## config.mk

```make
export PLATFORM = sky130hd
export DESIGN_NAME = ll_traverse_ctrl
export DESIGN_NICKNAME = d
export VERILOG_FILES = /design/src/rtl/ll_pkg.sv /design/src/rtl/ll_traverse_ctrl.sv
export SDC_FILE = /design/constraint.sdc
export NUM_CORES = 1
export LEC_CHECK = 0
export CORE_MARGIN = 3
export CORE_UTILIZATION = 56
export CTS_BUF_LIST = sky130_fd_sc_hd__clkbuf_8
export DETAILED_ROUTE_END_ITERATION = 12
export GPL_TIMING_DRIVEN = 1
export HOLD_SLACK_MARGIN = 0.02
export PLACE_DENSITY = 0.91
export SYNTH_ARGS = -nofsm -noshare
export SYNTH_HDL_FRONTEND = slang
export SYNTH_SLANG_ARGS = --single-unit
export TNS_END_PERCENT = 10
```

## constraint.sdc

```tcl
create_clock -name clk -period 4.1 [get_ports clk]
set_input_delay 0.41 -clock clk [delete_from_list [all_inputs] [get_ports clk]]
set_output_delay 0.41 -clock clk [all_outputs]
set_load 0.005 [all_outputs]
```

## src/rtl/ll_pkg.sv

```systemverilog
// Shared constants and FSM encoding for the linked-list traversal controller.
// Node words carry a payload in the upper bits and a next pointer in the lower bits.
package ll_pkg;

    localparam int DATA_WIDTH    = 16;
    localparam int DATAMEM_DEPTH = 16;
    localparam int PTR_WD        = $clog2(DATAMEM_DEPTH);

    // All-ones pointer terminates a list
    localparam logic [PTR_WD-1:0] NULL_PTR = {PTR_WD{1'b1}};

    typedef enum logic [2:0] {
        IDLE  = 3'd0,
        ISSUE = 3'd1,
        WAIT  = 3'd2,
        EMIT  = 3'd3,
        FIN   = 3'd4
    } state_t;

endpackage

```

## src/rtl/ll_traverse_ctrl.sv

```systemverilog
// Walks a singly linked list held in node memory, one read outstanding at a time,
// streaming each payload downstream and reporting node count and loop detection.
module ll_traverse_ctrl #(
    parameter int DATA_WIDTH    = ll_pkg::DATA_WIDTH,
    parameter int DATAMEM_DEPTH = ll_pkg::DATAMEM_DEPTH,
    parameter int PTR_WD        = $clog2(DATAMEM_DEPTH)
) (
    input  logic                       clk,
    input  logic                       reset,
    input  logic                       start,
    input  logic [PTR_WD-1:0]          head_ptr,
    output logic                       busy,
    output logic                       mem_rd_vld,
    output logic [PTR_WD-1:0]          mem_rd_addr,
    input  logic [DATA_WIDTH-1:0]      mem_rd_data,
    input  logic                       mem_rd_data_out_vld,
    output logic                       out_vld,
    output logic [DATA_WIDTH-PTR_WD-1:0] out_payload,
    output logic                       out_last,
    input  logic                       out_rdy,
    output logic                       done,
    output logic                       err_loop,
    output logic [PTR_WD:0]            node_count
);

    import ll_pkg::*;

    // The package terminator matches the default pointer width; other widths use all ones directly
    localparam logic [PTR_WD-1:0] NULL_LOC =
        (PTR_WD == $bits(NULL_PTR)) ? NULL_PTR : {PTR_WD{1'b1}};
    localparam logic [PTR_WD:0] CNT_ONE   = {{PTR_WD{1'b0}}, 1'b1};
    localparam logic [PTR_WD:0] CNT_LIMIT = (PTR_WD + 1)'(DATAMEM_DEPTH - 1);

    state_t                  state_r;
    state_t                  state_next_s;
    logic [PTR_WD-1:0]       ptr_r;
    logic [PTR_WD-1:0]       ptr_next_s;
    logic [PTR_WD:0]         count_r;
    logic [PTR_WD:0]         count_next_s;
    logic [DATA_WIDTH-1:0]   data_r;
    logic [DATA_WIDTH-1:0]   data_next_s;
    logic                    err_next_s;
    logic [PTR_WD-1:0]       next_ptr_s;
    logic                    last_s;

    assign next_ptr_s = data_r[PTR_WD-1:0];
    assign last_s     = (next_ptr_s == NULL_LOC);

    // Next-state and datapath update decode
    always_comb begin
        state_next_s = state_r;
        ptr_next_s   = ptr_r;
        count_next_s = count_r;
        data_next_s  = data_r;
        err_next_s   = 1'b0;
        case (state_r)
            IDLE: begin
                if (start) begin
                    count_next_s = '0;
                    if (head_ptr == NULL_LOC) begin
                        state_next_s = FIN;
                    end else begin
                        ptr_next_s   = head_ptr;
                        state_next_s = ISSUE;
                    end
                end else begin
                    state_next_s = IDLE;
                end
            end
            ISSUE: begin
                state_next_s = WAIT;
            end
            WAIT: begin
                if (mem_rd_data_out_vld) begin
                    data_next_s  = mem_rd_data;
                    state_next_s = EMIT;
                end else begin
                    state_next_s = WAIT;
                end
            end
            EMIT: begin
                if (out_rdy) begin
                    count_next_s = count_r + CNT_ONE;
                    if (last_s) begin
                        state_next_s = FIN;
                    end else if (count_next_s == CNT_LIMIT) begin
                        // A list can hold at most DEPTH-1 distinct nodes before revisiting one
                        err_next_s   = 1'b1;
                        state_next_s = FIN;
                    end else begin
                        ptr_next_s   = next_ptr_s;
                        state_next_s = ISSUE;
                    end
                end else begin
                    state_next_s = EMIT;
                end
            end
            FIN: begin
                state_next_s = IDLE;
            end
            default: begin
                state_next_s = IDLE;
            end
        endcase
    end

    // State and traversal context registers
    always_ff @(posedge clk or posedge reset) begin
        if (reset) begin
            state_r <= IDLE;
            ptr_r   <= '0;
            count_r <= '0;
            data_r  <= '0;
        end else begin
            state_r <= state_next_s;
            ptr_r   <= ptr_next_s;
            count_r <= count_next_s;
            data_r  <= data_next_s;
        end
    end

    // Outputs registered from the next-state decode so they align with the state register
    always_ff @(posedge clk or posedge reset) begin
        if (reset) begin
            busy        <= 1'b0;
            mem_rd_vld  <= 1'b0;
            mem_rd_addr <= '0;
            out_vld     <= 1'b0;
            out_payload <= '0;
            out_last    <= 1'b0;
            done        <= 1'b0;
            err_loop    <= 1'b0;
            node_count  <= '0;
        end else begin
            busy       <= (state_next_s != IDLE);
            mem_rd_vld <= (state_next_s == ISSUE);
            out_vld    <= (state_next_s == EMIT);
            out_last   <= (state_next_s == EMIT) && (data_next_s[PTR_WD-1:0] == NULL_LOC);
            done       <= (state_next_s == FIN);
            err_loop   <= (state_next_s == FIN) && err_next_s;
            if (state_next_s == ISSUE) begin
                mem_rd_addr <= ptr_next_s;
            end else begin
                mem_rd_addr <= mem_rd_addr;
            end
            if (state_next_s == EMIT) begin
                out_payload <= data_next_s[DATA_WIDTH-1:PTR_WD];
            end else begin
                out_payload <= out_payload;
            end
            if (state_next_s == FIN) begin
                node_count <= count_next_s;
            end else begin
                node_count <= node_count;
            end
        end
    end

endmodule

```

After elaboration in Yosys (flattened, before gate mapping)
Index checks and enable logic that the tools add are counted.
{"block": "classes", "n_eq_ne": 10, "addsub": 1, "mux": 22, "n_reduce_logical": 4}
{"cell": "two-way mux 16 bit", "n": 2}
{"cell": "two-way mux 4 bit", "n": 5}
{"cell": "two-way mux 3 bit", "n": 5}
{"cell": "== test 4 bit, second input constant", "n": 3}
{"cell": "case mux 3 bit (4 select lines)", "n": 1}
{"cell": "two-way mux 5 bit", "n": 2}
{"cell": "case mux 5 bit (2 select lines)", "n": 1}
{"cell": "== test 3 x 2 -> 1 bit, second input constant", "n": 3}
{"cell": "case mux 4 bit (2 select lines)", "n": 1}
{"cell": "== test 3 x 1 -> 1 bit, second input constant", "n": 2}
{"cell": "adder 5 x 1 -> 5 bit, second input constant", "n": 1}
{"cell": "== test 5 x 4 -> 1 bit, second input constant", "n": 1}
{"cell": "two-way mux 1 bit", "n": 5}
{"cell": "== test 3 bit, second input constant", "n": 1}
{"cell": "zero test 3 bit", "n": 1}
{"cell": "nonzero test 3 bit", "n": 1}
{"cell": "logical AND 1 bit", "n": 2}
{"block": "totals", "output_inout_bits": 27, "regBits": 55, "word_cells": 50, "in_bits": 25}

Depth between registers and ports, before layout
{"block": "depth", "depth_word": 8, "ltp_mapped": 8, "mapped_depth_nobuf": 7}

Worst setup path before layout
OpenSTA, ideal clock, no wires.
{"block": "synth_timing", "path_kind": "register to register", "startpoint": "register count_r[0]", "endpoint": "register mem_rd_addr[0]", "period_less_slack_ns": 2.334, "path_stages_with_launch": 7, "arrival_ns": 2.209, "n_path_buf": 0, "t_required_ns": 3.975, "slack_ns": 1.766, "setup_ns": 0.125, "path_cell_list": "dfrtp_1 > ha_1 > and3b_1 > a31o_1 > or3b_1 > a311o_4 > mux2_4"}
{"block": "synth_between", "elab_chain_cells": 7}
{"element": "from (decl)", "line_no": "ll_traverse_ctrl.sv:38", "text": "logic [PTR_WD:0] count_r;"}
{"element": "from (signal assigned)", "line_no": "ll_traverse_ctrl.sv:117", "text": "count_r <= count_next_s;"}
{"element": "adder 5 x 1 -> 5 bit *", "line_no": "ll_traverse_ctrl.sv:83", "text": "count_next_s = count_r + CNT_ONE;"}
{"element": "== test 5 x 4 -> 1 bit *", "line_no": "ll_traverse_ctrl.sv:86", "text": "end else if (count_next_s == CNT_LIMIT) begin"}
{"element": "two-way mux 3 bit", "line_no": "ll_traverse_ctrl.sv:86"}
{"element": "two-way mux 3 bit", "line_no": "ll_traverse_ctrl.sv:84", "text": "if (last_s) begin"}
{"element": "two-way mux 3 bit", "line_no": "ll_traverse_ctrl.sv:82", "text": "if (out_rdy) begin"}
{"element": "case mux 3 bit (4 select lines)", "line_no": "ll_traverse_ctrl.sv:56", "text": "case (state_r)"}
{"element": "== test 3 x 1 -> 1 bit", "line_no": "ll_traverse_ctrl.sv:141", "text": "if (state_next_s == ISSUE) begin"}
{"element": "to (signal assigned)", "line_no": "ll_traverse_ctrl.sv:142", "text": "mem_rd_addr <= ptr_next_s;"}
{"element": "to (signal assigned)", "line_no": "ll_traverse_ctrl.sv:144", "text": "mem_rd_addr <= mem_rd_addr;"}
{"element": "to (decl)", "line_no": "ll_traverse_ctrl.sv:14", "text": "output logic [PTR_WD-1:0] mem_rd_addr,"}
Mark *: on every way between the ends. The rest lies on a longest branch, timed or not.
A chain may end at the register's enable or synchronous reset.

Worst setup path after layout
{"block": "layout_timing", "startpoint": "register count_r[0]", "endpoint": "register mem_rd_addr[3]"}
The elaborated chain is that of the path after synthesis.

==> results.json <==
{
  "status": "completed",
  "setup_viol": 0,
  "cts_tree": "done",
  "worstSetupStartpointType": "flop",
  "netlist.area_leader.share_pct": 56.3,
  "synth_largest_area_cell": "dfrtp_1",
  "area_delta_synth_final_pct": 26.2,
  "clk_root_buffer_cell": "clkbuf_8",
  "clkPwrFrac_pct": 14.3,
  "grt_max_degree": 56,
  "die_x_um": 72.1,
  "via_per_inst": 5.64,
  "post_cts_resize_count": 0,
  "drc": 0,
  "clock-sinks": 55,
  "routed_wl_um": 5070,
  "powerDensity_mw_per_mm2": 686,
  "io_pins": 52,
  "synth-seq-cells": 55,
  "clk_latency_ns": 0.30,
  "seq_area_frac_synth_pct": 56.3,
  "fin_crit_ns": 2.49,
  "synthFlopType": "dfrtp_1",
  "worstPathArrival_ns": 2.69,
  "post_drt_wl_per_cell_um": 15.6,
  "dp_hpwl_um": 3650,
  "syn_nets": 251,
  "drt_iter0_markers": 157,
  "worstSetupPathType": "flop to flop",
  "clock_skew_ns": 0.00629,
  "multi_input_area_um2": 990,
  "seq_power_share_pct": 43.4,
  "start_util_pct": 59.4,
  "path_max_fanout": 8,
  "crit-reg2reg-launch": "count_r[0]",
  "numCtsBuffers": 5,
  "fillers": 299,
  "nets": 303,
  "grtUsageTotal_pct": 20.6,
  "grt_pass1_vias": 1736,
  "clockBufferDepth": 2,
  "antenna_found_initial": 0,
  "avgSynthCellArea_um2": 10.9,
  "cts_hold_buf": 0,
  "hold_depth": 2,
  "power_switching_uw": 733,
  "clk_pin_slew_ns": 0.09,
  "hold_end": "out_payload[8]",
  "grt_setup_unrepaired": "no",
  "worstPathRequired_ns": 4.30,
  "rrSetupSlack_ns": 1.61,
  "drive_above_1_share_pct": 13.0,
  "finalPower_mw": 2.12,
  "core_mm2": 0.00412,
  "drt-pass1-iter-count": 4,
  "drtAntennaViolNets": 0,
  "ir_drop_uv": 395,
  "rows": 23,
  "synth.most_common_cell": "dfrtp_1",
  "ys_top_cells_by_count": "dfrtp_1, nand2_1, mux2_2, inv_1, nor2_1",
  "netlist_area_mm2": 0.00245,
  "ys_warn_count": 0,
  "post-route-period-util_pct": 60.7,
  "synth.distinct_cells": 43,
  "p_sw_share_pct": 34.6,
  "grt_pass1_wl_um": 8260,
  "reg2regPathDepth": 6,
  "via_count": 1840,
  "slew_headroom_pct": 28.2,
  "die_h_um": 72.1,
  "portBuffers": 51,
  "p_int_mw": 1.38,
  "comb_power_share_pct": 42.3,
  "ys_top_cells_by_area": "dfrtp_1, mux2_2, nand2_1",
  "final_hold_viol_count": 0,
  "worstMarginPinSlew_ns": 1.08,
  "seqCellArea_mm2": 0.00138,
  "cts_setup_buffers": 0,
  "worstReg2RegEnd": "mem_rd_addr[3]",
  "crit_path_end_kind": "flop",
  "ctsHtreeMaxLevel": 2,
  "slew_violations": 0,
  "synth-edff-count": 0,
  "fin_setup_tns_ns": 0,
  "die_area_mm2": 0.00520,
  "cap_violations": 0,
  "hold_start": "out_payload[8]",
  "synthArstFlopShare_pct": 100,
  "min_path_type": "flop to flop",
  "diodes": 0,
  "leakagePower_nw": 1.41,
  "fmax_ghz": 0.402,
  "overflow": 0,
  "gp_congestion": 0.886,
  "netlist_instances": 224
}
[worst max-delay path by stage]
stage	slack, ns	end	start	cells past startpoint
floorplan	1.77	mem_rd_addr[0]	count_r[0]	6
global placement	1.56	mem_rd_addr[3]	out_rdy	6
detailed placement	1.49	mem_rd_addr[3]	out_rdy	6
CTS	1.61	mem_rd_addr[3]	count_r[0]	6
global route	1.50	mem_rd_addr[3]	count_r[0]	6
finish	1.61	mem_rd_addr[3]	count_r[0]	6
[area by class of cell]
class	count	area share (%)
clock buffer	6	2.68
inverter	13	1.58
clock inverter	1	0.284
timing repair buffer	52	16.8
multi-input combinational	149	32.1
tap	50	2.03
sequential	55	44.6
[through the flow]
stage / area (um2) / std cells / util, % / setup WS, ns / hold slack (ns)
after global placement: 3000 / 319 / 72.8 / 1.56 / 0.458
after floorplan: 2450 / 224 / - / 1.77 / 0.470
final: 3090 / 326 / 75.0 / 1.61 / 0.480
after CTS: 3090 / 326 / 75.0 / 1.61 / 0.484
after global routing: 3090 / 326 / 75.0 / 1.50 / 0.516
after detailed placement: 3000 / 319 / 72.8 / 1.49 / 0.461
[power groups by stage]
stage	Combinational, mW	Clock (mW)	Sequential [mW]
final	0.896	0.303	0.918
after global routing	0.982	0.326	0.947
after CTS	0.903	0.312	0.917
after detailed placement	0.897	0	0.925
after global placement	0.863	0	0.912
after floorplan	0.560	0	0.883
[worst max-delay path: stages (launching register included)]
cell,delay [ns]
dfrtp_1,0.45
ha_1,0.28
and3b_1,0.21
a31o_1,0.26
a221o_1,0.45
a311o_4,0.42
mux2_4,0.31
[state kept, by name (all words and copies together), names as in the netlist]
signal / count
out_last: 1
mem_rd_addr: 4
done: 1
mem_rd_vld: 1
count_r: 5
out_payload: 12
state_r: 3
data_r: 16
ptr_r: 4
busy: 1
out_vld: 1
node_count: 5
err_loop: 1
[cell usage in the layout (no fill, tap or decap), types with 3 or more instances in the layout]
cell type	netlist	routed
a21oi_1	5	5
a22o_1	3	3
a22oi_1	3	3
clkbuf_8	0	6
clkdlybuf4s50_1	0	51
dfrtp_1	55	55
inv_1	13	12
mux2_2	21	21
mux2_4	4	4
nand2_1	45	45
nand2b_1	7	7
nor2_1	11	11
nor3_1	4	4
o21ai_0	10	10
o22ai_1	3	3
[routing by layer]
layer  GRT usage (%)  vias up  routed length, um
met4            5.64        0                 77
met5               0        -                  0
met1            27.4      890               2180
met3            5.12        8                320
li1                -      874                  -
met2            33.8       68               2500
[cells by family after synthesis]
| group | Yosys count | synth area share (%) |
|---|---|---|
| multiplexers | 25 | 12.1 |
| flip-flops | 55 | 56.3 |
| buffers and inverters | 20 | 3.27 |
| adder cells (fa/ha/maj) | 2 | 1.02 |
| AO/OA/AOI/OAI | 36 | 10.4 |
| XOR/XNOR | 1 | 0.358 |
| AND/OR/NAND/NOR | 85 | 16.5 |
(Power assumes the default switching activity.)
